**src/rtl/pipe_hazard_ctrl.sv**
```systemverilog
// Pipeline hazard/flush controller: load-use stalls, branch flushes, data-memory wait FSM
// with timeout recovery, and EX forwarding selects. Optional perf counters under PERF_CNT_EN.
module pipe_hazard_ctrl #(
    parameter int MEM_TIMEOUT = 64,
    parameter int CNT_W       = 7
) (
    input  logic        Clk,
    input  logic        Rst,
    input  logic [4:0]  ID_rs1,
    input  logic [4:0]  ID_rs2,
    input  logic        ID_use1,
    input  logic        ID_use2,
    input  logic [4:0]  EX_rs1,
    input  logic [4:0]  EX_rs2,
    input  logic [4:0]  EX_rd,
    input  logic        EX_memread,
    input  logic        EX_br_taken,
    input  logic [4:0]  MEM_rd,
    input  logic        MEM_regwrite,
    input  logic [4:0]  WB_rd,
    input  logic        WB_regwrite,
    input  logic        mem_req,
    input  logic        mem_ready,
    output logic        pc_stall,
    output logic        IF_ID_stall,
    output logic        ID_EX_stall,
    output logic        EX_MEM_stall,
    output logic        IF_ID_flush,
    output logic        ID_EX_flush,
    output logic        MEM_WB_flush,
    output logic [1:0]  fwdA,
    output logic [1:0]  fwdB,
    output logic        mem_err,
    output logic [31:0] stall_cnt,
    output logic [31:0] flush_cnt
);

    typedef enum logic [1:0] {RUN, MEMWAIT, RECOVER} state_e;

    state_e           state_q, state_d;
    logic [CNT_W-1:0] wait_cnt_q, wait_cnt_d;
    logic             load_use;

    assign load_use = EX_memread && (EX_rd != 5'd0) &&
                      ((ID_use1 && (EX_rd == ID_rs1)) || (ID_use2 && (EX_rd == ID_rs2)));

    always_ff @(posedge Clk or posedge Rst) begin
        if (Rst) begin
            state_q    <= RUN;
            wait_cnt_q <= '0;
        end else begin
            state_q    <= state_d;
            wait_cnt_q <= wait_cnt_d;
        end
    end

    // All outputs are forced low while Rst is held, including the combinational ones.
    always_comb begin
        state_d      = state_q;
        wait_cnt_d   = wait_cnt_q;
        pc_stall     = 1'b0;
        IF_ID_stall  = 1'b0;
        ID_EX_stall  = 1'b0;
        EX_MEM_stall = 1'b0;
        IF_ID_flush  = 1'b0;
        ID_EX_flush  = 1'b0;
        MEM_WB_flush = 1'b0;
        mem_err      = 1'b0;
        fwdA         = 2'b00;
        fwdB         = 2'b00;
        if (!Rst) begin
            if (MEM_regwrite && (MEM_rd != 5'd0) && (MEM_rd == EX_rs1))     fwdA = 2'b10;
            else if (WB_regwrite && (WB_rd != 5'd0) && (WB_rd == EX_rs1))   fwdA = 2'b01;
            if (MEM_regwrite && (MEM_rd != 5'd0) && (MEM_rd == EX_rs2))     fwdB = 2'b10;
            else if (WB_regwrite && (WB_rd != 5'd0) && (WB_rd == EX_rs2))   fwdB = 2'b01;

            case (state_q)
                RUN: begin
                    if (mem_req && !mem_ready) begin
                        pc_stall     = 1'b1;
                        IF_ID_stall  = 1'b1;
                        ID_EX_stall  = 1'b1;
                        EX_MEM_stall = 1'b1;
                        MEM_WB_flush = 1'b1;
                        state_d      = MEMWAIT;
                        wait_cnt_d   = CNT_W'(1);
                    end else if (EX_br_taken) begin
                        IF_ID_flush  = 1'b1;
                        ID_EX_flush  = 1'b1;
                    end else if (load_use) begin
                        pc_stall     = 1'b1;
                        IF_ID_stall  = 1'b1;
                        ID_EX_flush  = 1'b1;
                    end
                end
                MEMWAIT: begin
                    // EX is frozen here, so branch and load-use are not looked at.
                    if (mem_ready) begin
                        state_d    = RUN;
                        wait_cnt_d = '0;
                    end else begin
                        pc_stall     = 1'b1;
                        IF_ID_stall  = 1'b1;
                        ID_EX_stall  = 1'b1;
                        EX_MEM_stall = 1'b1;
                        MEM_WB_flush = 1'b1;
                        if (wait_cnt_q == CNT_W'(MEM_TIMEOUT)) begin
                            mem_err    = 1'b1;
                            state_d    = RECOVER;
                            wait_cnt_d = '0;
                        end else begin
                            wait_cnt_d = wait_cnt_q + CNT_W'(1);
                        end
                    end
                end
                RECOVER: begin
                    pc_stall     = 1'b1;
                    IF_ID_flush  = 1'b1;
                    ID_EX_flush  = 1'b1;
                    MEM_WB_flush = 1'b1;
                    state_d      = RUN;
                end
                default: begin
                    state_d    = RUN;
                    wait_cnt_d = '0;
                end
            endcase
        end
    end

`ifdef PERF_CNT_EN
    logic [31:0] stall_cnt_q, flush_cnt_q;

    always_ff @(posedge Clk or posedge Rst) begin
        if (Rst) begin
            stall_cnt_q <= 32'h0;
            flush_cnt_q <= 32'h0;
        end else begin
            if (pc_stall)
                stall_cnt_q <= stall_cnt_q + 32'd1;
            if (IF_ID_flush || ID_EX_flush || MEM_WB_flush)
                flush_cnt_q <= flush_cnt_q + 32'd1;
        end
    end

    assign stall_cnt = stall_cnt_q;
    assign flush_cnt = flush_cnt_q;
`else
    assign stall_cnt = 32'h0;
    assign flush_cnt = 32'h0;
`endif

endmodule
```
**config.mk**
```make
export PLATFORM = sky130hd
export DESIGN_NAME = pipe_hazard_ctrl
export DESIGN_NICKNAME = d
export VERILOG_FILES = /design/src/rtl/pipe_hazard_ctrl.sv
export SDC_FILE = /design/constraint.sdc
export NUM_CORES = 1
export LEC_CHECK = 0
export ABC_AREA = 1
export BUFFER_PORTS_ARGS = -buffer_cell sky130_fd_sc_hd__buf_2
export CAP_MARGIN = 20
export CORE_AREA = 2 2 66 68
export CTS_CLUSTER_SIZE = 14
export DETAILED_ROUTE_END_ITERATION = 12
export DIE_AREA = 0 0 68 70
export MAX_ROUTING_LAYER = met4
export PLACE_DENSITY = 0.93
export SYNTH_ARGS = -nofsm -noshare
export SYNTH_HDL_FRONTEND = slang
export SYNTH_SLANG_ARGS = --single-unit
```
**constraint.sdc**
```tcl
create_clock -name Clk -period 1.8 [get_ports Clk]
set_input_delay 0.27 -clock Clk [delete_from_list [all_inputs] [get_ports Clk]]
set_output_delay 0.27 -clock Clk [all_outputs]
set_load 0.02 [all_outputs]
```
## Yosys cells after proc, flatten, opt, wreduce, memory -nomap -nowiden

Cells that the tools add are included.

| operators by class | value |
|---|---|
| add/subtract/negate cells | 1 |
| equal/unequal tests | 11 |
| muxes and demuxes | 39 |
| bitwise operators | 2 |
| reductions and logical operators | 19 |

Operators by type and width:

| operator | count |
|---|---|
| $eq 5x5->1 | 6 |
| $mux 1 | 21 |
| $mux 7 | 3 |
| $pmux 7 s3 | 1 |
| $reduce_bool 5->1 | 3 |
| $mux 2 | 7 |
| $logic_and 1x1->1 | 11 |
| $pmux 1 s2 | 4 |
| $add 7x1->7 const B | 1 |
| $eq 7x7->1 const B | 1 |
| $pmux 1 s3 | 2 |
| $reduce_and 3->1 | 2 |
| $pmux 2 s2 | 1 |
| $ne 3x3->1 const B | 1 |
| $eq 2x1->1 const B | 1 |
| $eq 2x2->1 const B | 1 |
| $logic_not 2->1 | 1 |
| $ne 2x2->1 const B | 1 |
| $not 1->1 | 2 |
| $logic_not 1->1 | 1 |
| $logic_or 1x1->1 | 1 |

| word-level totals | value |
|---|---|
| flip-flop bits (word level) | 9 |
| input bits | 45 |
| output and inout bits | 76 |
| logic and storage cells | 74 |

## Longest topological paths before layout

Gate-level depths: netlist of the first run.

| logic depth | value |
|---|---|
| depth in word-level cells | 9 |
| depth in mapped cells | 10 |
| mapped depth without buffers | 10 |

## Worst setup path before layout of the first run

No wires, ideal clock.

| path | value |
|---|---|
| path type | register -> output |
| start point | reg wait_cnt_q[0] (netlist name) |
| end point | out MEM_WB_flush |
| data arrival time | 1.364 ns |
| data required time | 1.530 ns |
| slack | 0.166 ns |
| stages on the path, launching flop included | 10 |
| path buffers | 0 |
| path through | dfrtp_1 inv_1 ha_1 nand4_2 nand2_4 nand2_2 inv_2 nand2_2 nand2_2 or2_1 |

RTL lines:

| element | RTL line | text |
|---|---|---|
| to (decl) | 30 | `output logic MEM_WB_flush,` |

==> run_results.csv, run 1 <==
group,metric,value,unit
status,status,"finished, violations left",
status,violations,"setup timing",
yosys,ys_warn_count,0,
detailed_routing,avgViaCountPerCell,4.38,
timing,setup_viol,3,
die,rows,24,
yosys,synth.avg_cell_area,6.43,um^2
clocking,cts_tree,"done",
power,powerDensity,712,nW/um^2
clocking,h-tree-depth,1,
timing,fmax,536,MHz
timing,maxSlewViolCount,0,
placement,dpl.hpwl,3.15,mm
die,die_x,68,um
placement,port_buffers,56,
final_layout,diodes,0,
worst_setup_path,max_stage_delay,0.37,ns
worst_setup_path,cp_slowest_cell,"dfrtp_1",
detailed_routing,drtAntennaViolNets,0,
detailed_routing,first_pass_iters,4,
global_route,grt-ovfl-total,0,
power,finalPower,1.39,mW
worst_setup_path,worst_path_most_repeated_cell,"nand2_2",
die,core_area,4140,um^2
clocking,clkSinkCount,9,
clocking,cts.reportedPaths.clkPinSlew,0.05,ns
global_route,grt.total_usage,17.5,%
worst_setup_path,crit_path_end_kind,"output port",
yosys,netlist_instances,258,
timing,fin_worst_skew,0.00555,ns
worst_setup_path,critPathMaxFanout,4,
worst_setup_path,cp-startpoint,"wait_cnt_q[0]",
detailed_routing,avgRoutedWirePerCell,11.0,um
run,drv_cap,0,
yosys,ys_ff_latch,9,
die,fp.dieH,70,um
die,die-area,4760,um^2
power,power_leakage,1.17,nW
detailed_routing,num_vias,1666,
timing,period_needed,1.87,ns
placement,gp_congestion,0.916,
detailed_routing,drc,0,
worst_setup_path,critPathArrivalTime,1.60,ns
final_layout,layout-drive-gt1-share,31.4,%
yosys,syn_area,1660,um^2
min_path,worstHoldStart,"Rst",
final_layout,final_cell_mix,"64 x conb_1, 52 x buf_2, 42 x nand2_1",
global_route,grt_pass1_vias,1492,
yosys,seq_area_frac_synth,13.6,%
worst_setup_path,path_cells,"inv_2, ha_4, nand4_4, nand2_4, nand2_2, inv_2, nand2_2, nand2_2, or2_1, buf_6",
die,start_util,40.0,%
worst_setup_path,worstSetupPathType,"reg -> out",
final_layout,area_growth_syn_to_layout,17.7,%
min_path,hold_class,"in -> reg",
worst_setup_path,cp_data_required_time,1.53,ns
global_route,grt_max_degree,10,
worst_setup_path,path_buf_inv,3,
clocking,cts-buffers-inserted,3,
timing,hold_viol_final,0,
final_layout,final_util,47.1,%
global_route,antenna_found_initial,0,
yosys,synthArstFlopShare,100,%
clocking,cts-root-buf,"clkbuf_8",
worst_setup_path,rr_startpoint,"state_q[0]",
final_layout,finalNetCount,376,
yosys,synth_cell_types,31,
detailed_routing,drt-initial-drc-count,191,
timing,rsz0062_at_grt,"true",
yosys,synthFlopType,"dfrtp_1",
worst_setup_path,start_kind,"flop",
final_layout,final_common_cell,"conb_1",
detailed_routing,routed_wl,4.16,mm
clocking,clock_latency,0.25,ns
timing,setup_ws,-0.0656,ns
power,ir_drop,0.250,mV
timing,period_share,104,%
worst_setup_path,cpLargestDelayFamily,"simple AND/OR/NAND/NOR gates",
yosys,synth_edf_count,0,
global_route,grt_pass1_wl,6.29,mm
clocking,clockBufferDepth,2,
die,pin_count,121,
==> area by class of cell <==
cell class	count	area, um^2
inverters	40	156
repair buffers	69	394
fillers	422	2190
well taps	52	65.1
multi-input cells	206	1070
flip-flops and latches	9	226
clock buffers	4	45.0
==> path summary, 6_finish.rpt <==
| kind | endpoint | slack [ns] | cells after the start |
|---|---|---|---|
| min | state_q[1] | 0.47 | 5 |
| max in group asynchronous | wait_cnt_q[5] | 0.79 | 3 |
| min in group asynchronous | wait_cnt_q[1] | 0.66 | 3 |
| max | MEM_WB_flush | -0.07 | 10 |
| max reg2reg | wait_cnt_q[3] | 0.32 | 9 |
| min reg2reg | wait_cnt_q[6] | 0.58 | 2 |
==> tightest hold or removal path, stage by stage <==
cell and delay, ns:
buf_2 0.12, inv_4 0.09, nand2_4 0.06, inv_2 0.06, o22ai_1 0.07
==> state kept, by name (all words and copies together), names as in the netlist <==
name / cells
wait_cnt_q: 7
state_q: 2
==> metrics by stage <==
step | instance area, um^2 | std cells | setup TNS, ns | hold WS (ns) | setup slack [ns]
4_1_cts | 1910 | 378 | -0.0315 | 0.464 | -0.0315
3_3_place_gp | 1760 | 365 | 0 | 0.202 | 0.158
2_1_floorplan | 1900 | 321 | 0 | 0.197 | 0.166
5_1_grt | 1950 | 380 | -0.473 | 0.488 | -0.130
6_report | 1950 | 380 | -0.111 | 0.474 | -0.0656
3_5_place_dp | 1760 | 365 | 0 | 0.206 | 0.0917
==> layer usage <==
layer	vias to the layer above	track usage (%)	part of all wire, %
met4	0	10.7	4.0
met1	720	17.8	34
li1	800	-	-
met5	-	-	0
met3	17	2.42	11
met2	129	30.6	51
==> cell usage after synthesis, drive strengths merged (2+ instances only) <==
library cell / n / area, um^2
nand4: 5 / 37.5
dfrtp: 9 / 225
nand2: 50 / 208
nor2: 27 / 119
xnor2: 11 / 96.3
or2: 4 / 25.0
a21oi: 4 / 23.8
nor3: 3 / 20.0
xor2: 9 / 78.8
buf: 66 / 495
o21ai: 10 / 50.0
nor4: 2 / 12.5
nand3: 11 / 55.1
ha: 2 / 25.0
inv: 39 / 151
a31oi: 2 / 12.5
==> logic make-up after synthesis <==
kind of cell | count (synthesis) | synth area share (%)
flip-flops | 9 | 13.6
adder cells (fa/ha/maj) | 2 | 1.51
buffers and inverters | 106 | 39.3
other | 1 | 0.226
AND/OR/NAND/NOR | 102 | 28.7
AO/OA/AOI/OAI | 18 | 6.11
XOR/XNOR | 20 | 10.6
==> what timing repair did <==
| item | in CTS | in global routing |
|---|---|---|
| resized for setup | 8 | 12 |
| buffers inserted | 8 | 3 |
| hold buffers | 1 | 0 |
| pin swaps | 5 | 8 |
| hold endpoints to repair | 9 | 0 |
| endpoints found under the setup margin | 3 | 8 |
==> power breakdown <==
group	switching (mW)	internal, mW
clock network	0.0968	0.156
registers	0.0386	0.240
logic	0.546	0.313
(Power assumes the default switching activity.)
==> run 2, diff against run 1 <==
- ABC_AREA: 1 -> default
- PLACE_DENSITY: 0.93 -> 0.9
==> run 2 against run 1 <==
- the flow still finishes with violations (setup timing)
- count of clock-buffer cells in the layout unchanged
- worst setup slack got worse by 0.21 ns
- clock skew decreased by 0.0016 ns
- synthesized cell count decreased by 26%
- register-to-register slack got worse by 0.20 ns
- via count decreased by 14%
- critical path type unchanged
- largest power group unchanged
- highest routed layer unchanged
==> run_results.csv, run 2 <==
group,metric,value,unit
status,violations,"setup timing",
worst_setup_path,cp_slowest_cell,"or3b_4",
final_layout,diodes,0,
yosys,synth_commonest_cells,"65 x buf_4, 18 x xor2_1, 12 x xnor2_1",
die,start_util,37.4,%
final_layout,final_common_cell,"conb_1",
yosys,synthArstFlopShare,100,%
die,core_area,4140,um^2
yosys,ys_ff_latch,9,
yosys,synthFlopType,"dfrtp_1",
yosys,yosysMostFrequentCell,"buf_4",
worst_setup_path,crit_path_end_kind,"output port",
worst_setup_path,critPathMaxFanout,2,
detailed_routing,avgViaCountPerCell,4.40,
yosys,syn_area,1550,um^2
final_layout,final_cell_mix,"64 x conb_1, 43 x buf_2, 25 x buf_4",
detailed_routing,routed_wl,3.76,mm
final_layout,num-fill-cells,389,
yosys,synth.avg_cell_area,8.12,um^2
power,power_leakage,1.08,nW
placement,dpl.hpwl,2.81,mm
final_layout,regArea,226,um^2
yosys,seq_area_frac_synth,14.5,%
worst_setup_path,worstSetupPathType,"reg -> out",
timing,fmax,482,MHz
worst_setup_path,cp_data_required_time,1.53,ns
yosys,synth_area_leaders,"buf_4 31%, dfrtp_1 15%, xor2_1 10%",
worst_setup_path,rrSetupSlack,0.12,ns
clocking,clock_latency,0.23,ns
final_layout,largest-register,"wait_cnt_q",
clocking,cts-buffers-inserted,3,
yosys,synth_cell_types,41,
worst_setup_path,rr_startpoint,"state_q[1]",
detailed_routing,drc,0,
worst_setup_path,critPathCapture,"pc_stall",
global_route,grt_max_degree,11,
yosys,synth_largest_area_cell,"buf_4",
placement,gp_congestion,0.791,
timing,maxSlewViolCount,0,
worst_setup_path,path_cells,"or3b_4, a21oi_4, or3b_4, o21bai_4, buf_6",
clocking,holdBufCountCts,0,
die,die-area,4760,um^2
clocking,cts_tree,"done",
worst_setup_path,critPathArrivalTime,1.80,ns
detailed_routing,first_pass_iters,3,
global_route,antenna_found_initial,0,
die,rows,24,
placement,port_buffers,56,
global_route,grt_pass1_vias,1240,
detailed_routing,num_vias,1436,
global_route,grt.total_usage,14.5,%
clocking,cts-root-buf,"clkbuf_8",
final_layout,largest_reg_flops,7,
clocking,clkSinkCount,9,
run,drv_cap,0,
detailed_routing,avgRoutedWirePerCell,11.5,um
yosys,ys_warn_count,0,
final_layout,finalNetCount,322,
timing,hold_viol_final,0,
yosys,synth_top_area_share,31.5,%
timing,fin_worst_skew,0.00396,ns
final_layout,layout-drive-gt1-share,40.9,%
min_path,hold_class,"in -> async",
yosys,netlist_instances,191,
die,fp.dieH,70,um
clocking,h-tree-depth,1,
power,powerDensity,589,nW/um^2
timing,rsz0062_at_grt,"true",
detailed_routing,drt-initial-drc-count,31,
timing,period_needed,2.07,ns
timing,period_share,115,%
clocking,clockBufferDepth,2,
final_layout,area_growth_syn_to_layout,37.1,%
worst_setup_path,rr_endpoint,"wait_cnt_q[4]",
worst_setup_path,reg2regPathDepth,5,
worst_setup_path,max_stage_delay,0.40,ns
power,ir_drop,0.259,mV
worst_setup_path,worst_path_most_repeated_cell,"or3b_4",
global_route,grt-ovfl-total,0,
detailed_routing,drtAntennaViolNets,0,
worst_setup_path,start_kind,"flop",
status,status,"finished, violations left",
global_route,grt_pass1_wl,5.22,mm
die,die_x,68,um
final_layout,top_regs,"wait_cnt_q: 7 flops, state_q: 2 flops",
die,pin_count,121,
timing,setup_ws,-0.273,ns
final_layout,multi_input_area,1190,um^2
timing,whs,0.0745,ns
yosys,synth_edf_count,0,
placement,dp_slack,-0.156,ns
clocking,cts.reportedPaths.clkPinSlew,0.05,ns
timing,setup_viol,8,
worst_setup_path,cp-startpoint,"state_q[1]",
## run 2: cell count changes after synthesis, sizes merged, moves of 3 or more
cell    before  now
inv         39    5
or4          0    6
xor2         9   18
nand4        5    0
nor4         2    7
a21o         0    6
nand2       50    5
nor2        27    9
nand3       11    5
a22o         0    5
o21bai       0    3
o21ai       10    5
## run 2: where the power goes
part | leakage, nW | internal [mW] | switching, mW | total [mW]
clock network | 0.0228 | 0.154 | 0.0786 | 0.233
registers | 0.120 | 0.236 | 0.0248 | 0.261
logic | 0.941 | 0.309 | 0.451 | 0.759
total | 1.08 | 0.699 | 0.554 | 1.25
## run 2: cell families (layout without fill, tap and decap cells)
kind of cell,Yosys count,after routing,synth area share [%]
buf+inv,72,92,33.2
simple gates,48,48,18.6
xor+xnor,30,30,16.9
compound gates,29,29,14.8
flops,9,9,14.5
fa+ha+maj,2,2,1.61
other cells,1,64,0.242
## run 2: worst max-delay path, delay by kind of cell (launching register included)
kind            cells  cell delay, ns
simple gates        2            0.80
buf+inv             1            0.13
flops               1            0.38
compound gates      2            0.27
## run 2: repair_timing
action,4_1_cts,5_1_grt
endpoints found under the setup margin,9,15
endpoints found under the hold margin,0,0
buffers inserted,6,2
pin swaps,14,8
gates resized for setup,34,12
## run 2: worst min path at each step
| stage | to |
|---|---|
| 6_report | wait_cnt_q[3] |
| 5_1_grt | state_q[0] |
| 4_1_cts | wait_cnt_q[3] |
| 3_5_place_dp | state_q[0] |
| 3_3_place_gp | wait_cnt_q[1] |
| 2_1_floorplan | state_q[0] |
## run 2: routing by layer
metal  share of wire, %  GRT usage [%]
met4                1.5           6.67
met2                 56           27.6
met3                8.4          0.322
met1                 34           14.8
met5                  0              -
## run 2: final cells by class
type	count	area share [%]
multi-input combinational	173	56.2
timing repair buffer	83	26.9
sequential	9	10.6
tap	52	3.06
clock buffer	4	2.12
inverter	5	1.12
## run 2: per-stage QoR
step / setup TNS (ns) / area [um^2] / utilization, % / total power, mW / std cells
finish: -1.00 / 2130 / 51.3 / 1.25 / 326
global route: -1.49 / 2130 / 51.3 / 1.33 / 326
CTS: -0.995 / 2050 / 49.5 / 1.21 / 324
detailed placement: -0.424 / 1820 / 43.9 / 0.904 / 314
global placement: -0.283 / 1820 / 43.9 / 0.885 / 314
floorplan: -0.0436 / 1830 / - / 0.817 / 254
